## src/rtl/irq_pkg.sv

```systemverilog
// Shared types and constants for the interrupt source unit.
//   irq_state_e : issue FSM state (idle / one-cycle issue / wait for acknowledge)
//   MTIP_BIT, MEIP_BIT, EXT_ID_BASE : default vector bit positions
//   irq_vector() : builds the interrupt vector for a winning source index
//                  (index 0 = timer, index k+1 = external channel k)
package irq_pkg;

  typedef enum logic [1:0] {
    StIdle,
    StIssue,
    StWait
  } irq_state_e;

  localparam int unsigned MTIP_BIT    = 7;
  localparam int unsigned MEIP_BIT    = 11;
  localparam int unsigned EXT_ID_BASE = 16;

  // Widest vector the helper can build; callers slice down to their width.
  localparam int unsigned VecMaxW = 64;

  function automatic logic [VecMaxW-1:0] irq_vector(input int unsigned idx,
                                                    input int unsigned timer_bit,
                                                    input int unsigned ext_bit,
                                                    input int unsigned ext_id_base);
    logic [VecMaxW-1:0] v;
    if (idx == 0) begin
      v = 64'd1 << timer_bit;
    end else begin
      // External channels raise the shared MEIP bit plus their own id bit.
      v = (64'd1 << ext_bit) | (64'd1 << (ext_id_base + idx - 1));
    end
    return v;
  endfunction

endpackage

```

## src/rtl/irq_timer.sv

```systemverilog
// Programmable-period timer.
//   clk, reset : clock, synchronous active-high reset
//   en         : count enable
//   period     : terminal count; interval is period+1 cycles, 0 disables
//   count      : current counter value (registered)
//   tick       : high in the cycle the counter equals the terminal count
module irq_timer #(
  parameter int unsigned TIMER_W = 16
) (
  input  logic               clk,
  input  logic               reset,
  input  logic               en,
  input  logic [TIMER_W-1:0] period,
  output logic [TIMER_W-1:0] count,
  output logic               tick
);

  logic [TIMER_W-1:0] count_q;
  logic               active;

  assign active = en && (period != '0);
  // A lowered period takes effect at the next match; until then the counter
  // simply runs on and wraps at 2^TIMER_W.
  assign tick   = active && (count_q == period);
  assign count  = count_q;

  always_ff @(posedge clk) begin
    if (reset) begin
      count_q <= '0;
    end else if (!active || tick) begin
      count_q <= '0;
    end else begin
      count_q <= count_q + TIMER_W'(1);
    end
  end

endmodule

```

## src/rtl/irq_controller.sv

```systemverilog
// Interrupt source unit driving the CSR interrupt vector.
//   clk, reset   : clock, synchronous active-high reset
//   timer_en     : timer count enable
//   timer_period : timer terminal count (interval = period+1 cycles)
//   ext_src      : level external sources, rising-edge captured
//   ext_en       : per-channel capture / issue enable
//   irq_ack      : in-service interrupt finished (honoured only while waiting)
//   interrupt    : one-cycle vector pulse
//   busy         : an interrupt is issued and not yet acknowledged
//   pending      : pending latches, bit 0 timer, bit k+1 channel k
//   overrun      : sticky, event arrived while the same source was pending
//   timer_count  : current timer value
module irq_controller #(
  parameter int unsigned WIDTH       = 32,
  parameter int unsigned N_EXT       = 2,
  parameter int unsigned TIMER_W     = 16,
  parameter int unsigned TIMER_BIT   = irq_pkg::MTIP_BIT,
  parameter int unsigned EXT_BIT     = irq_pkg::MEIP_BIT,
  parameter int unsigned EXT_ID_BASE = irq_pkg::EXT_ID_BASE
) (
  input  logic               clk,
  input  logic               reset,
  input  logic               timer_en,
  input  logic [TIMER_W-1:0] timer_period,
  input  logic [N_EXT-1:0]   ext_src,
  input  logic [N_EXT-1:0]   ext_en,
  input  logic               irq_ack,
  output logic [WIDTH-1:0]   interrupt,
  output logic               busy,
  output logic [N_EXT:0]     pending,
  output logic [N_EXT:0]     overrun,
  output logic [TIMER_W-1:0] timer_count
);

  import irq_pkg::*;

  localparam int unsigned NSrc = N_EXT + 1;

  if (EXT_ID_BASE + N_EXT > WIDTH) begin : g_bad_cfg
    $error("irq_controller: EXT_ID_BASE + N_EXT exceeds WIDTH");
  end

  logic timer_tick;

  irq_timer #(
    .TIMER_W(TIMER_W)
  ) u_timer (
    .clk   (clk),
    .reset (reset),
    .en    (timer_en),
    .period(timer_period),
    .count (timer_count),
    .tick  (timer_tick)
  );

  logic [N_EXT-1:0]   src_q;
  logic [N_EXT-1:0]   ext_edge;
  logic [NSrc-1:0]    set_v;
  logic [NSrc-1:0]    clr_v;
  logic [NSrc-1:0]    eligible;
  logic [NSrc-1:0]    pending_q, pending_d;
  logic [NSrc-1:0]    overrun_q, overrun_d;
  irq_state_e         state_q, state_d;
  logic [WIDTH-1:0]   interrupt_q, interrupt_d;
  logic [VecMaxW-1:0] vec_full;
  logic               busy_q;

  assign ext_edge = ext_src & ~src_q & ext_en;
  assign set_v    = {ext_edge, timer_tick};
  // Disabled channels keep their pending bit but cannot win arbitration.
  assign eligible = pending_q & {ext_en, 1'b1};

  always_comb begin
    state_d     = state_q;
    clr_v       = '0;
    vec_full    = '0;
    interrupt_d = '0;
    unique case (state_q)
      StIdle: begin
        if (|eligible) begin
          state_d = StIssue;
          // Descending scan so the lowest index (highest priority) wins.
          for (int i = NSrc - 1; i >= 0; i--) begin
            if (eligible[i]) begin
              clr_v    = NSrc'(1) << i;
              vec_full = irq_vector(unsigned'(i), TIMER_BIT, EXT_BIT, EXT_ID_BASE);
            end
          end
          interrupt_d = vec_full[WIDTH-1:0];
        end
      end
      StIssue: state_d = StWait;
      StWait: begin
        if (irq_ack) begin
          state_d = StIdle;
        end
      end
      default: state_d = StIdle;
    endcase
    // A new event beats the issue-clear; re-arrival on a bit that stays
    // pending is an overrun.
    pending_d = (pending_q & ~clr_v) | set_v;
    overrun_d = overrun_q | (set_v & pending_q & ~clr_v);
  end

  always_ff @(posedge clk) begin
    if (reset) begin
      src_q       <= '0;
      pending_q   <= '0;
      overrun_q   <= '0;
      state_q     <= StIdle;
      interrupt_q <= '0;
      busy_q      <= 1'b0;
    end else begin
      src_q       <= ext_src;
      pending_q   <= pending_d;
      overrun_q   <= overrun_d;
      state_q     <= state_d;
      interrupt_q <= interrupt_d;
      busy_q      <= (state_d != StIdle);
    end
  end

  assign interrupt = interrupt_q;
  assign busy      = busy_q;
  assign pending   = pending_q;
  assign overrun   = overrun_q;

endmodule
```

## config.mk

```make
export PLATFORM = sky130hd
export DESIGN_NAME = irq_controller
export DESIGN_NICKNAME = d
export VERILOG_FILES = /design/src/rtl/irq_pkg.sv /design/src/rtl/irq_timer.sv /design/src/rtl/irq_controller.sv
export SDC_FILE = /design/constraint.sdc
export NUM_CORES = 1
export LEC_CHECK = 0
export CAP_MARGIN = 20
export CORE_ASPECT_RATIO = 0.5
export CORE_UTILIZATION = 37
export DETAILED_ROUTE_END_ITERATION = 10
export PLACE_DENSITY_LB_ADDON = 0.25
export SYNTH_ARGS = -nofsm -noshare
export SYNTH_HDL_FRONTEND = slang
export SYNTH_SLANG_ARGS = --single-unit
export TNS_END_PERCENT = 100
```

## constraint.sdc

```tcl
create_clock -name clk -period 1.6 [get_ports clk]
set_input_delay 0.48 -clock clk [delete_from_list [all_inputs] [get_ports clk]]
set_output_delay 0.48 -clock clk [all_outputs]
set_load 0.01 [all_outputs]
```

# Word level (Yosys, flattened, before mapping)
# Index checks and enable logic that the tools add are counted.
word_totals:
  register_bits: 45
  latchBits: 0
  mem_bits_rw: 0
  mem_bits_ro: 0
  output_inout_bits: 55
  wordCells: 48
  memories: 0
classes:
  add_sub_neg: 1
  multipliers: 0
  div_mod_pow: 0
  n_lt_le_gt_ge: 0
  n_eq_ne: 3
  shifts: 0
  n_mux: 11
  n_bitwise: 12
  n_reduce_logical: 12
op_table:
  columns: ["operator", "count"]
  rows:
  - ["$mux W18", 1]
  - ["$mux W17", 1]
  - ["$add A16 B1 Y16 const B", 1]
  - ["$eq A16 B16 Y1", 1]
  - ["$reduce_bool A16 Y1", 1]
  - ["$mux W3", 5]
  - ["$and A3 B3 Y3", 4]
  - ["$mux W8", 1]
  - ["$or A3 B3 Y3", 2]
  - ["$pmux W2 S3", 1]
  - ["$reduce_or A3 Y1", 2]
  - ["$reduce_or A5 Y1", 1]
  - ["$and A2 B2 Y2", 2]
  - ["$mux W2", 2]
  - ["$reduce_or A4 Y1", 1]
  - ["$not A3 Y3", 1]
  - ["$eq A2 B1 Y1 const B", 1]
  - ["$eq A2 B2 Y1 const B", 1]
  - ["$logic_and A1 B1 Y1", 2]
  - ["$logic_not A2 Y1", 1]
  - ["$not A1 Y1", 2]
  - ["$not A2 Y2", 1]
  - ["$reduce_bool A2 Y1", 1]
  - ["$reduce_or A2 Y1", 1]
  - ["2 further kinds", 2]

# Longest topological paths before layout
# Gate-level depths: netlist (run 1).
logic_depth:
  depth_word: 9
  mapped_depth: 6

# Cells and area by module
# Synthesis (run 1) repeated with hierarchy kept, for this count alone.
hier_totals:
  hier_cells: 187
  area_unflattened_um2: 1681.6
by_module_without_submodules:
  columns: ["module", "n_inst", "cells_each", "area_per_inst_um2"]
  rows:
  - ["irq_timer", 1, 106, 944.7]
  - ["irq_controller", 1, 81, 737.0]

# Worst setup path after synthesis (run 1)
# Ideal clock, no wire load.
synth_timing:
  path_type: "in2reg"
  from: "input port timer_period[15]"
  to: "register u_timer.count_q[10], in the netlist u_timer.count[10]"
  setup_time_ns: 0.132
  arrival_time_ns: 1.492
  required_ns: 1.468
  path_slack_ns: -0.024
  cell_stages: 5
  cell_sequence: "xnor2_1 nand4_1 nor4_4 buf_6 nor3_1"
synth_via:
  elab_chain_len: 5
  elab_cells_between_ends: 7
  classes_between: "eq/ne: 1; reduce/logical: 6"
synth_rtl:
  columns: ["item", "line_no", "rtl"]
  rows:
  - ["start, declared", "irq_controller.sv:24", "input logic [TIMER_W-1:0] timer_period,"]
  - ["$reduce_bool A16 Y1", "irq_timer.sv:21", "assign active = en && (period != '0);"]
  - ["$logic_and A1 B1 Y1", "irq_timer.sv:21", null]
  - ["$logic_not A1 Y1 / $logic_and A1 B1 Y1 (equally long branches)", "irq_timer.sv:30, irq_timer.sv:24", null]
  - ["$logic_or A1 B1 Y1 *", "irq_timer.sv:30", "end else if (!active || tick) begin"]
  - ["$reduce_or A2 Y1 (no line) *", null, null]
  - ["end signal, assigned", "irq_timer.sv:33", "count_q <= count_q + TIMER_W'(1);"]
  - ["end, declared", "irq_timer.sv:18", "logic [TIMER_W-1:0] count_q;"]
# Mark *: on every way between the ends. The rest lies on a longest branch, timed or not.
# A chain may end at the register's enable or synchronous reset.

# Worst setup path in the final report (run 1)
layout_timing:
  from: "input port timer_period[2]"
  to: "register overrun_q[0], in the netlist overrun[0]"
layout_via:
  elab_chain_len: 6
  elab_cells_between_ends: 7
  classes_between: "eq/ne: 1; bitwise: 3; reduce/logical: 3"
layout_rtl:
  columns: ["item", "line_no", "rtl"]
  rows:
  - ["$reduce_bool A16 Y1", "irq_timer.sv:21", null]
  - ["$logic_and A1 B1 Y1", "irq_timer.sv:21", null]
  - ["$logic_and A1 B1 Y1 *", "irq_timer.sv:24", "assign tick = active && (count_q == period);"]
  - ["$and A3 B3 Y3 * (2 in a row)", "irq_controller.sv:103", "overrun_d = overrun_q | (set_v & pending_q & ~clr_v);"]
  - ["$or A3 B3 Y3 *", "irq_controller.sv:103", null]
  - ["end signal, assigned", "irq_controller.sv:117", "overrun_q <= overrun_d;"]
  - ["end, declared", "irq_controller.sv:62", "logic [NSrc-1:0] overrun_q, overrun_d;"]
# Marks and branches as above.

==> results.tsv, run 1 <==
metric	value	unit
sequential cell area fraction in the yosys report	0.372	
initial antenna violation count	0	
fin nets	284	
Core ar.	4100	sq um
gr usage total	0.176	
fillcell total	357	
R2R cell count	6	
grt met3 use	0.0582	
routed wire length	4.17	mm
share of cells above drive strength 1	0.277	
Reg power frac	0.487	
final setup vio count	0	
Psw	0.431	mW
Vias per Instance	4.79	
# rows	16	
Area Growth Syn to Fin	49.4	%
GR peak layer	met2	
Clock Pin Slew Worst Setup and Hold Paths	0.07	ns
maximum vdd drop	492	uV
Yosys warnings	0	
Clock power frac	0.376	
DRT antenna net count	0	
Die Span X	97.0	um
die height	49.5	um
worst min-delay path class	flip-flop to flip-flop	
DP Wirelength	3.03	mm
Initial Util	0.407	
Post-route DRC	0	
Clock Sinks	31	
critical-path cell list	clkdlybuf4s15_1 > xnor2_2 > nand4_1 > nor4_4 > buf_6 > a32o_1	
Max stage delay on crit path	0.42	ns
post-synth top area share	0.372	
Final min period	1.58	ns
CTS tree	yes	
Max Buffers Root-to-Sink	2	
Synth cell types	31	
number of enable flip-flop cells after synthesis	0	
dominant cell type by area after synthesis	dfxtp_1	
Synth Register Bits	31	
Hold Path Depth	2	
Worst path depth	6	
CP Launch Type	input port	
met1 usage	0.211	
leading post-synthesis cells by cell area	dfxtp_1 (37%), buf_4 (13%), xnor2_1 (10%)	
Static Leak	1.16	nW
clk_skew	0.00265	ns
total power	1.62	mW
Gate Count Post-Synth	185	
Final Hold Fails	0	
Pre-antenna DRT Iters	4	
number of global-route vias before repair	1400	
Worst Path Buf+Inv	2	
H-tree levels	2	
largest net degree at the start of global routing	17	
switching share of power	0.266	
vias	1503	
Num CTS Buffers	5	
Clock Latency Late Sink	0.28	ns
n_diodes	0	
I/O pins	79	
delay-heaviest family, CP	simple AND/OR/NAND/NOR gates	
hold_sp	overrun[1]$_SDFF_PP0_	
Die ar.	4800	sq um
Slew Limit Fails	0	
synthesized area per cell	9.02	sq um
Synth Cell Area	1670	sq um
Max Freq	634	MHz
clock root buffer	clkbuf_8	
Worst Path Arrival	1.81	ns
initial DRC count	102	
status	finished clean	
per-cell routed wire length	13.3	um
CP max stage cell	nor4_4	
GPL Wtd Cong	0.833	
CP required	1.83	ns
final period utilization	0.986	
CP Max Fanout	7	
RSZ-0062 raised after global routing	yes	
critical path startpoint	timer_period[2]	
WHS	0.474	ns
worst reg2reg path startpoint	u_timer.count[11]$_SDFF_PP0_	
P_int	1.19	mW
global-route wire length before repair	6.58	mm
Remaining Overflow, GRT	0	
Pwr Density	649	nW/um^2
kind of critical path	input port to flip-flop	
Port Buf Inserts	50	
crit end category	flip-flop	
ys async rst share	0	
Synth Flop Type	dfxtp_1	
Comb power frac	0.138	
max-cap viol count	0	
met2 Use GR	0.289	
timing repair:
item	in CTS	in global routing
cloned	1	0
pin swaps	7	11
setup endpoints to repair	45	18
gates resized for setup	75	18
buffers inserted	2	1
hold buffers	0	0
area by class of cell:
type / count / area (sq um) / area share
inverter: 3 / 11.3 / 0.00452
sequential: 31 / 651 / 0.261
multi-input combinational: 144 / 1020 / 0.408
timing repair buffer: 74 / 658 / 0.264
clock inverter: 3 / 20.0 / 0.00803
clock buffer: 5 / 68.8 / 0.0276
tap: 54 / 67.6 / 0.0271
cells by family after synthesis:
family / synth area share
xor gates and xnor gates: 0.147
other: 0.00225
and+or+nand+nor: 0.255
adders and majority gates: 0.00750
DFF: 0.372
buffers and inverters: 0.160
AOI/OAI and AO/OA: 0.0570
registers in the layout, summed over array words and instances, names as in the netlist:
| signal | count |
|---|---|
| src_q | 2 |
| u_timer.count | 16 |
| busy | 1 |
| state_q | 2 |
| overrun | 3 |
| interrupt | 4 |
| pending | 3 |
metal layers:
layer	share of wire	wire (um)
met1	0.44	1850
met4	0.016	67
met3	0.071	297
met2	0.47	1960
met5	0	0
synthesized netlist by cell type, types with 2 or more instances:
library cell and number:
nand3_1 6, inv_1 3, nand4_1 9, a211oi_2 2, nand2_1 10, clkbuf_1 2, buf_6 2, xor2_1 8
nor2_1 8, and3_1 4, nor4_1 4, nor2b_1 4, a31oi_1 2, and3b_1 2, and4_1 3, nor3_1 16
dfxtp_1 31, o21ai_0 3, or3_1 2, xnor2_1 20, buf_4 30, and2_1 3, a21oi_1 3
final timing paths:
check                                             end  slack (ns)
worst max-delay path            overrun[0]$_SDFF_PP0_        0.02
worst min-delay path            overrun[1]$_SDFF_PP0_        0.47
worst max register to register  overrun[0]$_SDFF_PP0_        0.04
worst min register to register  overrun[1]$_SDFF_PP0_        0.47
power groups by stage:
stage	clock network [mW]	registers, mW	logic, mW
final	0.608	0.788	0.223
after global routing	0.667	0.790	0.240
after CTS	0.635	0.791	0.217
after detailed placement	0	0.814	0.219
after global placement	0	0.813	0.218
after floorplan	0	0.816	0.143
per-stage QoR:
| step | cells | cell area, sq um | utilization | setup TNS, ns | setup WS, ns |
|---|---|---|---|---|---|
| after floorplan | 212 | 1810 | - | -0.0574 | -0.00820 |
| after global placement | 304 | 2310 | 0.563 | -8.14 | -0.485 |
| after detailed placement | 304 | 2310 | 0.563 | -9.00 | -0.536 |
| after CTS | 315 | 2500 | 0.610 | -0.0139 | -0.00976 |
| after global routing | 314 | 2490 | 0.608 | -0.244 | -0.0387 |
| final | 314 | 2490 | 0.608 | 0 | 0.0232 |
worst reg2reg max path, delay by kind of cell, from the launching register on:
| family | cells | cell delay (ns) |
|---|---|---|
| simple gates | 2 | 0.59 |
| flops | 1 | 0.35 |
| buf+inv | 2 | 0.30 |
| compound gates | 1 | 0.15 |
| xor+xnor | 1 | 0.12 |
cells in the final DEF (no fill, tap or decap), types with 5 or more instances in the layout:
| master | instances |
|---|---|
| buf_4 | 17 |
| conb_1 | 28 |
| dlygate4sd2_1 | 33 |
| nor3_1 | 16 |
| xor2_1 | 8 |
| dfxtp_4 | 6 |
| xnor2_2 | 12 |
| clkdlybuf4s50_1 | 7 |
| nand2_1 | 10 |
| xnor2_1 | 7 |
| clkbuf_8 | 5 |
| dfxtp_2 | 6 |
| buf_6 | 5 |
| nor2_1 | 8 |
| nand3_1 | 6 |
| nand4_1 | 9 |
| dfxtp_1 | 19 |
(Power assumes the default switching activity.)
==> inputs of run 2 (changes only) <==
--- a/config.mk
+++ b/config.mk
@@ -7,8 +7,10 @@
 export LEC_CHECK = 0
 export CAP_MARGIN = 20
 export CORE_ASPECT_RATIO = 0.5
+export CORE_MARGIN = 5
 export CORE_UTILIZATION = 37
 export DETAILED_ROUTE_END_ITERATION = 10
+export GPL_TIMING_DRIVEN = 0
 export PLACE_DENSITY_LB_ADDON = 0.25
 export SYNTH_ARGS = -nofsm -noshare
 export SYNTH_HDL_FRONTEND = slang
==> run 2 against run 1 <==
  * Clock skew is 0.0016 ns higher
  * Count of clock-buffer cells in the layout increased by 1
  * Die area is 26% higher
  * Critical endpoint unchanged
  * Largest power group is now clock
==> results.tsv, run 2 (synthesis results as in run 1) <==
metric	value	unit	change
fillcell total	403		+13%
clk_skew	0.00422	ns	+0.00157 ns
Static Leak	1.22	nW	+5.2%
Clock power frac	0.438		+0.062
clock root buffer	clkbuf_8		
DP Wirelength	3.26	mm	+7.4%
crit end category	flip-flop		
initial DRC count	34		-67%
Layout Utilization	0.587		-0.0208
worst min-delay path class	flip-flop to flip-flop		
Core ar.	4380	sq um	+6.8%
Clock Sinks	31		unchanged
initial antenna violation count	0		unchanged
Die Span X	105	um	+8.2%
largest net degree at the start of global routing	11		-6
Max Freq	648	MHz	+2.2%
pre-CTS WS	-0.913	ns	-0.378 ns
vias	1516		+0.86%
CP required	1.83	ns	about the same
per-cell routed wire length	13.4	um	+0.46%
Comb power frac	0.132		-0.006
Pre-antenna DRT Iters	4		unchanged
gr usage total	0.152		-0.0246
Die ar.	6040	sq um	+26%
routed wire length	4.45	mm	+6.5%
Slew Limit Fails	0		unchanged
CP Max Fanout	5		-2
Final Hold Fails	0		unchanged
number of global-route vias before repair	1565		+12%
Final min period	1.54	ns	-0.0344 ns
Post-route DRC	0		unchanged
fin nets	300		+5.6%
Port Buf Inserts	49		-2.0%
placed cells	318		+4.6%
global-route wire length before repair	7.46	mm	+13%
area of the multi-input gates	1000	sq um	-1.6%
# rows	17		+1
Num CTS Buffers	5		unchanged
I/O pins	79		unchanged
Max Buffers Root-to-Sink	2		unchanged
final setup vio count	0		unchanged
H-tree levels	2		unchanged
FF+latch area	654	sq um	+0.58%
Psw	0.427	mW	-0.97%
P_int	1.41	mW	+19%
max-cap viol count	0		unchanged
die height	57.5	um	+16%
switching share of power	0.233		-0.0337
Reg power frac	0.430		-0.057
commonest non-fill, non-tap cell in the layout	buf_4		
DRT antenna net count	0		unchanged
CTS tree	yes		
final period utilization	0.964		-0.0215
post-route insts no fill	333		+6.1%
Area Growth Syn to Fin	54.0	%	
most frequent cells in the layout	buf_4 (37), dlygate4sd2_1 (30), conb_1 (28)		
Clock Latency Late Sink	0.28	ns	about the same
GPL Wtd Cong	0.768		-7.7%
share of cells above drive strength 1	0.348		+0.0709
Vias per Instance	4.55		-4.9%
Initial Util	0.381		-0.0258
WHS	0.467	ns	-0.00669 ns
Worst Path Arrival	1.77	ns	-0.04 ns
status	finished clean		
n_diodes	0		unchanged
Pwr Density	714	nW/um^2	+9.9%
kind of critical path	input port to flip-flop		
max reg flops	16		unchanged
setup_tns	0	ns	unchanged
Remaining Overflow, GRT	0		unchanged
maximum vdd drop	327	uV	-33%
Final Worst Setup Slack	0.0576	ns	+0.0344 ns
CP Launch Type	input port		
Clock Pin Slew Worst Setup and Hold Paths	0.07	ns	about the same
run 2: final cells by class:
class	count	share of cell area
well taps	57	0.0277
flip-flops and latches	31	0.255
clock buffers	6	0.0321
multi-input cells	144	0.389
clock inverters	2	0.0136
inverters	3	0.00438
plain buffers	34	0.103
repair buffers	56	0.175
run 2: layer usage:
layer	track usage	part of all wire	vias to the layer above	routed length, um
met3	0.0554	0.082	0	364
met2	0.247	0.48	63	2130
met4	0.0419	0	0	0
met5	0	0	-	0
li1	-	-	766	-
met1	0.192	0.44	687	1960
run 2: per-stage QoR:
step,power [mW],cell area (sq um)
floorplan,0.960,1810
global placement,1.06,2370
detailed placement,1.06,2370
CTS,1.85,2550
global route,1.91,2570
finish,1.83,2570
run 2: timing repair:
| action | 4_1_cts | 5_1_grt |
|---|---|---|
| hold buffers | 0 | 0 |
| endpoints found under the setup margin | 45 | 18 |
| gates cloned | 1 | 0 |
| gates resized for setup | 68 | 35 |
| setup buffers | 5 | 1 |
| pin swaps | 12 | 14 |
run 2: critical path, cell delays in order:
cell and delay [ns]:
dlygate4sd2_1 0.26, xnor2_1 0.15, nand4_1 0.15, nor4_4 0.27, buf_4 0.19, buf_4 0.12
a32o_1 0.14
run 2: worst paths after layout:
kind                               startpoint                       end  slack, ns  cells after the start
hold reg to reg         pending[0]$_SDFF_PP0_  interrupt[11]$_SDFF_PP0_       0.47                      1
setup / recovery             timer_period[14]     overrun[0]$_SDFF_PP0_       0.06                      7
hold / removal          pending[0]$_SDFF_PP0_  interrupt[11]$_SDFF_PP0_       0.47                      1
setup reg to reg  u_timer.count[4]$_SDFF_PP0_     overrun[0]$_SDFF_PP0_       0.07                      6
run 2: power by group through the flow:
| stage | sequential (mW) | clock [mW] | combinational [mW] |
|---|---|---|---|
| 6_report | 0.788 | 0.804 | 0.243 |
| 4_1_cts | 0.792 | 0.818 | 0.239 |
| 3_3_place_gp | 0.813 | 0 | 0.245 |
| 2_1_floorplan | 0.816 | 0 | 0.143 |
| 5_1_grt | 0.790 | 0.853 | 0.269 |
| 3_5_place_dp | 0.814 | 0 | 0.247 |
==> inputs of run 3 (changes only) <==
--- a/config.mk
+++ b/config.mk
@@ -11,6 +11,7 @@
 export CORE_UTILIZATION = 37
 export DETAILED_ROUTE_END_ITERATION = 10
 export GPL_TIMING_DRIVEN = 0
+export MAX_ROUTING_LAYER = met4
 export PLACE_DENSITY_LB_ADDON = 0.25
 export SYNTH_ARGS = -nofsm -noshare
 export SYNTH_HDL_FRONTEND = slang
==> run 3 against run 2 <==
  * First-iteration DRC count rose by 8.8%
  * Critical path type unchanged
  * Non-clock buffer count did not move
  * Die area did not move
  * Largest power group unchanged
  * Fmax barely moved
  * Via count rose by 0.53%
  * Sequential power barely moved
  * Final area did not move
==> results.tsv, run 3 (synthesis results as in run 1) <==
metric	value	unit	change
status	finished clean		
Post-route DRC	0		unchanged
Final min period	1.54	ns	+0.000235 ns
final setup vio count	0		unchanged
Hold Path Depth	1		unchanged
FF+latch area	654	sq um	unchanged
max-cap viol count	0		unchanged
GPL Wtd Cong	0.778		+1.3%
Initial Util	0.381		unchanged
Die ar.	6040	sq um	unchanged
Worst Path Buf+Inv	3		unchanged
Slew Limit Fails	0		unchanged
max reg flops	16		unchanged
Layout Utilization	0.587		unchanged
Final Worst Setup Slack	0.0574	ns	-0.000235 ns
maximum vdd drop	327	uV	about the same
CP required	1.82	ns	about the same
gr usage total	0.157		+0.00476
Static Leak	1.22	nW	unchanged
Max Buffers Root-to-Sink	2		unchanged
hold_sp	pending[0]$_SDFF_PP0_		
initial antenna violation count	0		unchanged
share of cells above drive strength 1	0.348		unchanged
initial DRC count	37		+8.8%
Max stage delay on crit path	0.27	ns	about the same
crit end category	flip-flop		
Clock Sinks	31		unchanged
Final Hold Fails	0		unchanged
Pre-antenna DRT Iters	4		unchanged
final period utilization	0.964		about the same
largest net degree at the start of global routing	11		unchanged
I/O pins	79		unchanged
clock root buffer	clkbuf_8		
area of the multi-input gates	1000	sq um	unchanged
Clock Latency Late Sink	0.28	ns	about the same
# rows	17		unchanged
Area Growth Syn to Fin	54.0	%	unchanged
H-tree levels	2		unchanged
R2R cell count	5		-1
Pwr Density	712	nW/um^2	-0.17%
Worst path most repeated cell	buf_4		
Core ar.	4380	sq um	unchanged
number of global-route vias before repair	1568		+0.19%
vias	1524		+0.53%
Port Buf Inserts	49		unchanged
CTS tree	yes		
Worst Path Arrival	1.77	ns	about the same
Hold EP	interrupt[11]$_SDFF_PP0_		
Num CTS Buffers	5		unchanged
most frequent cells in the layout	buf_4 (37), dlygate4sd2_1 (30), conb_1 (28)		
worst reg2reg path startpoint	u_timer.count[4]$_SDFF_PP0_		
delay-heaviest family, CP	buffers and inverters		
critical-path cell list	dlygate4sd2_1 > xnor2_1 > nand4_1 > nor4_4 > buf_4 > buf_4 > a32o_1		
fin nets	300		unchanged
global-route wire length before repair	7.45	mm	about the same
CP Max Fanout	5		unchanged
CP max stage cell	nor4_4		
reg-to-reg slack, setup	0.08	ns	about the same
fillcell total	403		unchanged
pre-CTS WS	-0.913	ns	unchanged
Vias per Instance	4.58		+0.53%
routed wire length	4.42	mm	-0.54%
Die Span X	105	um	unchanged
Reg-to-Reg End	u_timer.count[15]$_SDFF_PP0_		
n_diodes	0		unchanged
CP Launch Type	input port		
Remaining Overflow, GRT	0		unchanged
clk_skew	0.00558	ns	+0.00136 ns
Post-CTS Hold Fix Bufs	0		unchanged
Max Freq	648	MHz	about the same
DRT antenna net count	0		unchanged
commonest non-fill, non-tap cell in the layout	buf_4		
kind of critical path	input port to flip-flop		
per-cell routed wire length	13.3	um	-0.54%
DP Wirelength	3.26	mm	unchanged
die height	57.5	um	unchanged
Clock Pin Slew Worst Setup and Hold Paths	0.07	ns	about the same
worst min-delay path class	flip-flop to flip-flop		
-- run 3: worst max-delay path by stage --
stage,depth (start not counted),end,slack [ns],start
after global routing,5,pending[0]$_SDFF_PP0_,-0.03,timer_period[3]
after detailed placement,6,u_timer.count[5]$_SDFF_PP0_,-0.91,timer_period[9]
after floorplan,5,u_timer.count[2]$_SDFF_PP0_,-0.008,timer_period[4]
final,7,overrun[0]$_SDFF_PP0_,0.06,timer_period[14]
after CTS,7,overrun[0]$_SDFF_PP0_,0.004,timer_period[9]
after global placement,6,u_timer.count[11]$_SDFF_PP0_,-0.91,timer_period[9]
-- run 3: final cells by class --
cell class,count,area share
flip-flops and latches,31,0.255
plain buffers,34,0.103
clock buffers,6,0.0321
clock inverters,2,0.0136
inverters,3,0.00438
repair buffers,56,0.175
multi-input cells,144,0.389
well taps,57,0.0277
-- run 3: report_power, final --
group,total (mW),internal (mW),switching [mW]
clock,0.801,0.504,0.297
sequential,0.788,0.777,0.0113
combinational,0.243,0.127,0.115
total,1.83,1.41,0.423
-- run 3: repair_timing --
item,CTS,global route
endpoints found under the setup margin,45,18
resized for setup,68,35
pin swaps,12,14
buffers inserted,5,1
gates cloned,1,0
-- run 3: per-stage QoR --
step           total power, mW  setup TNS, ns  hold slack (ns)  instances  area (sq um)
6_report                  1.83              0            0.467        333          2570
5_1_grt                   1.91        -0.0343            0.494        333          2570
4_1_cts                   1.85              0            0.462        332          2550
3_5_place_dp              1.06         -14.65            0.465        318          2370
3_3_place_gp              1.06         -14.33            0.456        318          2370
2_1_floorplan            0.960        -0.0574            0.440        212          1810
-- run 3: routing by layer --
metal | track usage | part of all wire
met1 | 0.193 | 0.43
met5 | - | 0
met3 | 0.0520 | 0.084
met2 | 0.248 | 0.48
met4 | 0.0419 | 0.0052
-- run 3: worst register-to-register path: cells and delay by family, from the launching register on --
| kind | cells | cell delay [ns] |
|---|---|---|
| AO/OA/AOI/OAI | 1 | 0.21 |
| buffers and inverters | 1 | 0.15 |
| flip-flops | 1 | 0.39 |
| AND/OR/NAND/NOR | 3 | 0.70 |
